<file path="src/rtl/mac_lookup_scheduler.sv">
// Round-robin scheduler sharing the MAC-table BRAM read port among NUM_REQ lookup clients.
// One read is outstanding at a time; a read that overruns TIMEOUT cycles is aborted.
module mac_lookup_scheduler #(
  parameter int NUM_REQ  = 4,
  parameter int TIMEOUT  = 64,
  parameter int TO_WIDTH = 7
) (
  input  logic                  clk,
  input  logic                  reset,
  input  logic [NUM_REQ-1:0]    cli_req,
  input  logic [8*NUM_REQ-1:0]  cli_addr,
  output logic [NUM_REQ-1:0]    cli_done,
  output logic [NUM_REQ-1:0]    cli_err,
  output logic [47:0]           cli_data,
  output logic                  bram_read_req,
  output logic [7:0]            bram_read_add,
  input  logic                  bram_read_ack,
  input  logic                  bram_read_valid,
  input  logic [47:0]           mac_add_in,
  output logic                  busy
);

  localparam int IDXW = $clog2(NUM_REQ);

  typedef enum logic [2:0] {IDLE, REQ, WAIT, RESP, ABORT} state_t;

  state_t              state, next_state;
  logic [IDXW-1:0]     idx, rr_ptr, pick, cand, next_rr;
  logic [7:0]          addr_sel;
  logic [TO_WIDTH-1:0] to_cnt;
  logic                grant, capture, advance, timed_out;

  // Walk downwards from the farthest offset so the client closest to rr_ptr wins.
  always_comb begin
    pick = '0;
    cand = '0;
    for (int i = NUM_REQ - 1; i >= 0; i--) begin
      cand = IDXW'((int'(rr_ptr) + i) % NUM_REQ);
      if (cli_req[cand]) pick = cand;
    end
  end

  always_comb begin
    addr_sel = '0;
    for (int i = 0; i < NUM_REQ; i++) begin
      if (pick == IDXW'(i)) addr_sel = cli_addr[8*i +: 8];
    end
  end

  assign next_rr   = (idx == IDXW'(NUM_REQ - 1)) ? '0 : idx + IDXW'(1);
  assign timed_out = (to_cnt == TO_WIDTH'(TIMEOUT - 1));

  always_ff @(posedge clk or negedge reset) begin
    if (!reset) state <= IDLE;
    else        state <= next_state;
  end

  // The timeout check takes priority, so an ack/valid landing on the last cycle is dropped.
  always_comb begin
    next_state    = state;
    grant         = 1'b0;
    capture       = 1'b0;
    advance       = 1'b0;
    bram_read_req = 1'b0;
    busy          = (state != IDLE);
    cli_done      = '0;
    cli_err       = '0;
    case (state)
      IDLE: begin
        if (|cli_req) begin
          grant      = 1'b1;
          next_state = REQ;
        end
      end
      REQ: begin
        bram_read_req = 1'b1;
        if (timed_out) begin
          next_state = ABORT;
        end else if (bram_read_ack) begin
          if (bram_read_valid) begin
            capture    = 1'b1;
            next_state = RESP;
          end else begin
            next_state = WAIT;
          end
        end
      end
      WAIT: begin
        if (timed_out) begin
          next_state = ABORT;
        end else if (bram_read_valid) begin
          capture    = 1'b1;
          next_state = RESP;
        end
      end
      RESP: begin
        for (int i = 0; i < NUM_REQ; i++) cli_done[i] = (idx == IDXW'(i));
        advance    = 1'b1;
        next_state = IDLE;
      end
      ABORT: begin
        for (int i = 0; i < NUM_REQ; i++) cli_err[i] = (idx == IDXW'(i));
        advance    = 1'b1;
        next_state = IDLE;
      end
      default: next_state = IDLE;
    endcase
  end

  always_ff @(posedge clk or negedge reset) begin
    if (!reset) begin
      idx           <= '0;
      rr_ptr        <= '0;
      to_cnt        <= '0;
      bram_read_add <= '0;
      cli_data      <= '0;
    end else begin
      if (grant) begin
        idx           <= pick;
        bram_read_add <= addr_sel;
        to_cnt        <= '0;
      end else if (state == REQ || state == WAIT) begin
        to_cnt <= to_cnt + TO_WIDTH'(1);
      end
      if (capture) cli_data <= mac_add_in;
      if (advance) rr_ptr <= next_rr;
    end
  end

endmodule

</file>
<file path="config.mk">
export PLATFORM = sky130hd
export DESIGN_NAME = mac_lookup_scheduler
export DESIGN_NICKNAME = d
export VERILOG_FILES = /design/src/rtl/mac_lookup_scheduler.sv
export SDC_FILE = /design/constraint.sdc
export NUM_CORES = 1
export LEC_CHECK = 0
export CORE_AREA = 2 2 130 69
export CTS_CLUSTER_SIZE = 14
export DETAILED_ROUTE_END_ITERATION = 6
export DIE_AREA = 0 0 132 71
export PLACE_DENSITY = 0.91
export SYNTH_ARGS = -nofsm -noshare
export SYNTH_HDL_FRONTEND = slang
export SYNTH_SLANG_ARGS = --single-unit
export TNS_END_PERCENT = 30
</file>
<file path="constraint.sdc">
create_clock -name clk -period 2.3 [get_ports clk]
set_input_delay 0.345 -clock clk [delete_from_list [all_inputs] [get_ports clk]]
set_output_delay 0.345 -clock clk [all_outputs]
set_load 0.05 [all_outputs]
</file>
# --- After elaboration in Yosys (flattened, before gate mapping) ---
# Index checks and enable logic that the tools add are counted.
# W data, S select, Z words.
op_classes:
  n_addsub: 5
  mul: 0
  div_mod_pow: 0
  order_cmp: 4
  eq_ne: 14
  shift: 0
  mux: 37
  bitwise_logic: 0
  reduce_logical: 9
op_table:
  columns: ["operator", "n"]
  rows:
  - ["$mux W8", 4]
  - ["$mux W3", 5]
  - ["$mux W7", 2]
  - ["$mux W1", 13]
  - ["$lt A2 B3 Y1 const B", 4]
  - ["$mux W2", 5]
  - ["$pmux W3 S3", 1]
  - ["$bmux W1 S2", 4]
  - ["$eq A2 B2 Y1 const B", 4]
  - ["$mux W4", 2]
  - ["$add A7 B1 Y7 const B", 1]
  - ["$eq A7 B6 Y1 const B", 1]
  - ["$eq A3 B2 Y1 const B", 2]
  - ["$ne A3 B3 Y1 const B", 2]
  - ["$add A2 B1 Y2 const B", 2]
  - ["$add A2 B2 Y2 const B", 2]
  - ["$eq A2 B1 Y1 const B", 2]
  - ["$logic_not A2 Y1", 2]
  - ["$reduce_or A4 Y1", 1]
  - ["$eq A3 B1 Y1 const B", 1]
  - ["$eq A3 B3 Y1 const B", 1]
  - ["$logic_not A3 Y1", 1]
  - ["$reduce_and A3 Y1", 1]
  - ["$reduce_bool A3 Y1", 1]
  - ["5 further kinds", 5]
totals:
  ff_bits: 70
  latchBits: 0
  ramBits: 0
  romBits: 0
  inputBits: 88
  output_inout_bits: 66
  n_memories: 0

# --- Longest topological paths before layout ---
logic_depth:
  depth_word: 12
  depth_mapped: 8

# --- Least setup slack after synthesis ---
# No wires, ideal clock.
synth_path:
  path_type: "register to output"
  startpoint: "register state[2]"
  endpoint: "output bram_read_req"
  arrival_ps: 1737
  t_required_ps: 1955
  setup_slack_ps: 218
  path_stages_with_launch: 3
  n_path_buf: 1
  cell_sequence: "dfrtp_1 -> clkbuf_1 -> nor3b_1"
synth_via:
  elab_chain_len: 2
synth_lines:
  columns: ["item", "line_no", "rtl"]
  rows:
  - ["start: declaration", "27", "state_t state, next_state;"]
  - ["start signal: assignment", "55", "else state <= next_state;"]
  - ["$eq A3 B1 Y1", "68", "case (state)"]
  - ["$mux W1", "68", null]
  - ["end: declaration", "15", "output logic bram_read_req,"]
# No other way between the ends.

# --- Worst setup path in the final report ---
layout_path:
  startpoint: "register state[1]"
  endpoint: "output busy"
layout_via:
  elab_chain_len: 1
layout_lines:
  columns: ["item", "line_no", "rtl"]
  rows:
  - ["$reduce_bool A3 Y1", "65", "busy = (state != IDLE);"]
  - ["end: declaration", "20", "output logic busy"]
# No other way between the ends.

==> results_dict.tcl <==
set metrics [dict create \
    clk_path_buf_depth 2 \
    drc_errors 0 \
    gp_congestion 0.966 \
    hp-class "in -> async" \
    drv_cap 0 \
    hold_violations 0 \
    overflow 0 \
    ys_types 40 \
    setup_ws_ns 0.265 \
    peakVddDrop_v 0.000811 \
    clock_latency_ns 0.32 \
    r2r-start "to_cnt[0]$_DFFE_PN0P_" \
    outcome "finished, final reports clean" \
    r2r_end "cli_data[32]$_DFFE_PN0P_" \
    grt_antenna_before_repair 0 \
    dr.pass1.iters 4 \
    post-route-period-util_pct 88.5 \
    yosysWarnings 0 \
    die_w_um 132 \
    worst_slew_margin_rel_pct 59.9 \
    slew_viol_final 0 \
    cts_buffers 9 \
    dp_cells 539 \
    fillers 622 \
    design_power_total_mw 8.41 \
    grt_pass1_wl_um 15800 \
    syn-instance-count 273 \
    critPathCaptureType "primary output" \
    p_per_area_nw_per_um2 1570 \
    pwr-share-comb_pct 58.3 \
    wl_per_cell_um 17.0 \
    synth_ff_type "dfrtp_1" \
    design_area_um2 5350 \
    ctsHoldBuffers 0 \
    syn-cell-area_um2 3370 \
    wl_um 9460 \
    period_needed_ns 2.03 \
    grt_pass1_vias 3079 \
    clkSinkCount 70 \
    swShare_pct 46.9 \
    ys_async_sr_fraction_pct 100 \
    rows 24 \
    cp-start-kind "flop" \
    worstSetupPathType "reg -> out" \
    cts-root-buf "clkbuf_16" \
    grt_usage_pct 21.3 \
    die_height_um 71 \
    htree_levels 3 \
    finalNonFillerCells 555 \
    r2r_cells 7 \
    p_int_mw 4.47 \
    synth-edff-count 0 \
    regArea_um2 1750 \
    max_freq_ghz 0.491 \
    syn_nets 366 \
    cp.arrival_ns 1.69 \
    clkTransAtPathRegs_ns 0.06 \
    pre_cts_slack_ns 0.233 \
    cp.required_ns 1.96 \
    design.die.area_um2 9370 \
    ys_ff_latch 70 \
    power_frac_clock_pct 15.5 \
    p_leak_nw 2.36 \
    pwr-share-seq_pct 26.2 \
    routed_via_density 5.19 \
    cts_tree "done" \
    io_pins 154 \
    antenna_left 0 \
    yosysSeqAreaShare_pct 52.0 \
    reg2reg_slack_ns 0.27 \
    rsz0062_at_grt "no" \
    area_growth_pct 58.8 \
    core_um2 8320 \
    vias 2882 \
    finalSetupViolations 0 \
    nNetsFinal 526 \
    n_antenna_cell 0 \
    final_layout_size_suffix_gt1_share_pct 14.6 \
    postCtsSetupBuffers 0 \
    cp_max_fo 10 \
    multiInputGateArea_um2 1510 \
    dp_hpwl_um 7220 \
    worst_pin_slew_ns 0.602 \
    place_area_um2 5060 \
    grt_max_degree 49 \
    finalSetupTns_ns 0 \
    start_util_pct 40.5 \
    avgSynthCellArea_um2 12.3 \
    drt_iter0_drc 152 \
    clock_skew_ns 0.00747 \
    io_buffers 153 \
    p_sw_mw 3.95 \
]
-- layout make-up --
| class | count | share of cell area [%] |
|---|---|---|
| Inverter | 7 | 0.491 |
| Tap cell | 117 | 2.74 |
| Multi-Input combinational cell | 182 | 28.2 |
| Clock inverter | 6 | 0.866 |
| Timing Repair Buffer | 163 | 30.5 |
| Clock buffer | 10 | 4.47 |
| Sequential cell | 70 | 32.8 |
-- how the worst max path moves through the flow --
stage                     startpoint                      endpoint  slack [ns]  cells past startpoint
6_report        state[1]$_DFFE_PN0P_                          busy        0.27                      2
5_1_grt        to_cnt[0]$_DFFE_PN0P_      cli_data[32]$_DFFE_PN0P_        0.16                      7
4_1_cts         state[1]$_DFFE_PN0P_                          busy        0.24                      2
3_5_place_dp              cli_req[2]  bram_read_add[6]$_DFFE_PN0P_        0.23                      7
3_3_place_gp   to_cnt[0]$_DFFE_PN0P_      cli_data[35]$_DFFE_PN0P_        0.32                      7
2_1_floorplan   state[2]$_DFFE_PN0P_                 bram_read_req        0.22                      2
-- synth_stat cells, types with 6 or more instances --
| library cell | count | area, um2 |
|---|---|---|
| a211o_1 | 8 | 70.1 |
| dfrtp_1 | 70 | 1750 |
| nor2_1 | 11 | 41.3 |
| mux2_1 | 28 | 315 |
| o31ai_1 | 8 | 60.1 |
| mux2_4 | 20 | 300 |
| nand4_1 | 9 | 56.3 |
| nand2_1 | 20 | 75.1 |
| mux2i_1 | 9 | 90.1 |
| and3_1 | 6 | 37.5 |
| inv_1 | 7 | 26.3 |
| o21ai_1 | 6 | 30.0 |
| o211ai_1 | 8 | 60.1 |
-- what timing repair did --
| action | 4_1_cts | 5_1_grt |
|---|---|---|
| setup endpoints to repair | 2 | 0 |
| hold endpoints to repair | 0 | 0 |
| gates resized for setup | 2 | 0 |
-- cells in the final DEF, fill, tap and decap left out, types with 2 or more instances in the layout --
master,instances
buf_12,4
nand3_1,3
o22ai_1,2
o211ai_1,8
o31ai_1,8
ha_1,5
o21a_1,2
clkinvlp_4,2
and3_1,6
or3_1,2
buf_4,14
nand4_1,9
dfrtp_1,70
nand2b_1,3
clkbuf_16,9
mux2i_1,9
mux2_4,20
o21ai_1,6
and2_1,4
inv_1,7
a21oi_1,5
xor2_1,4
a21o_1,3
mux2_1,28
o21ai_0,2
dlygate4sd2_1,2
clkinv_4,2
a211o_1,8
nand2_1,19
nor2_1,11
clkdlybuf4s50_1,142
-- cells by family after synthesis --
kind of cell	share of synthesized area, %
DFF	52.0
xor gates and xnor gates	1.04
AOI/OAI and AO/OA	10.3
adders and majority gates	1.86
buffers and inverters	3.42
and+or+nand+nor	10.5
muxes	21.0
-- routing by layer --
| metal | vias up | GRT usage, % | share of wire, % |
|---|---|---|---|
| met1 | 1398 | 28.3 | 45 |
| met3 | 5 | 6.95 | 9.2 |
| met2 | 172 | 34.5 | 45 |
| li1 | 1307 | - | - |
| met5 | - | 0 | 0 |
| met4 | 0 | 4.47 | 0.42 |
-- power groups by stage --
| stage | logic (mW) | registers [mW] | clock network (mW) |
|---|---|---|---|
| CTS | 4.93 | 2.20 | 1.34 |
| floorplan | 1.53 | 3.89 | 0 |
| finish | 4.91 | 2.20 | 1.30 |
| global placement | 4.81 | 2.17 | 0 |
| global route | 5.14 | 2.28 | 1.41 |
| detailed placement | 4.93 | 2.22 | 0 |
-- worst max-delay path: stages, from the launching register on --
cell	delay, ns
dfrtp_1	0.48
or3_4	0.45
dlygate4sd2_1	0.43
-- state kept, by name (all words and copies together), names as in the netlist --
signal         cells
idx                2
rr_ptr             2
to_cnt             7
bram_read_add      8
cli_data          48
state              3
-- per-stage QoR --
stage / hold slack [ns] / util (%)
global route: 0.0618 / 64.3
CTS: 0.0269 / 64.3
global placement: 0.364 / 60.9
floorplan: 0.0494 / -
finish: 0.0219 / 64.3
detailed placement: 0.385 / 60.9
(Power assumes the default switching activity.)
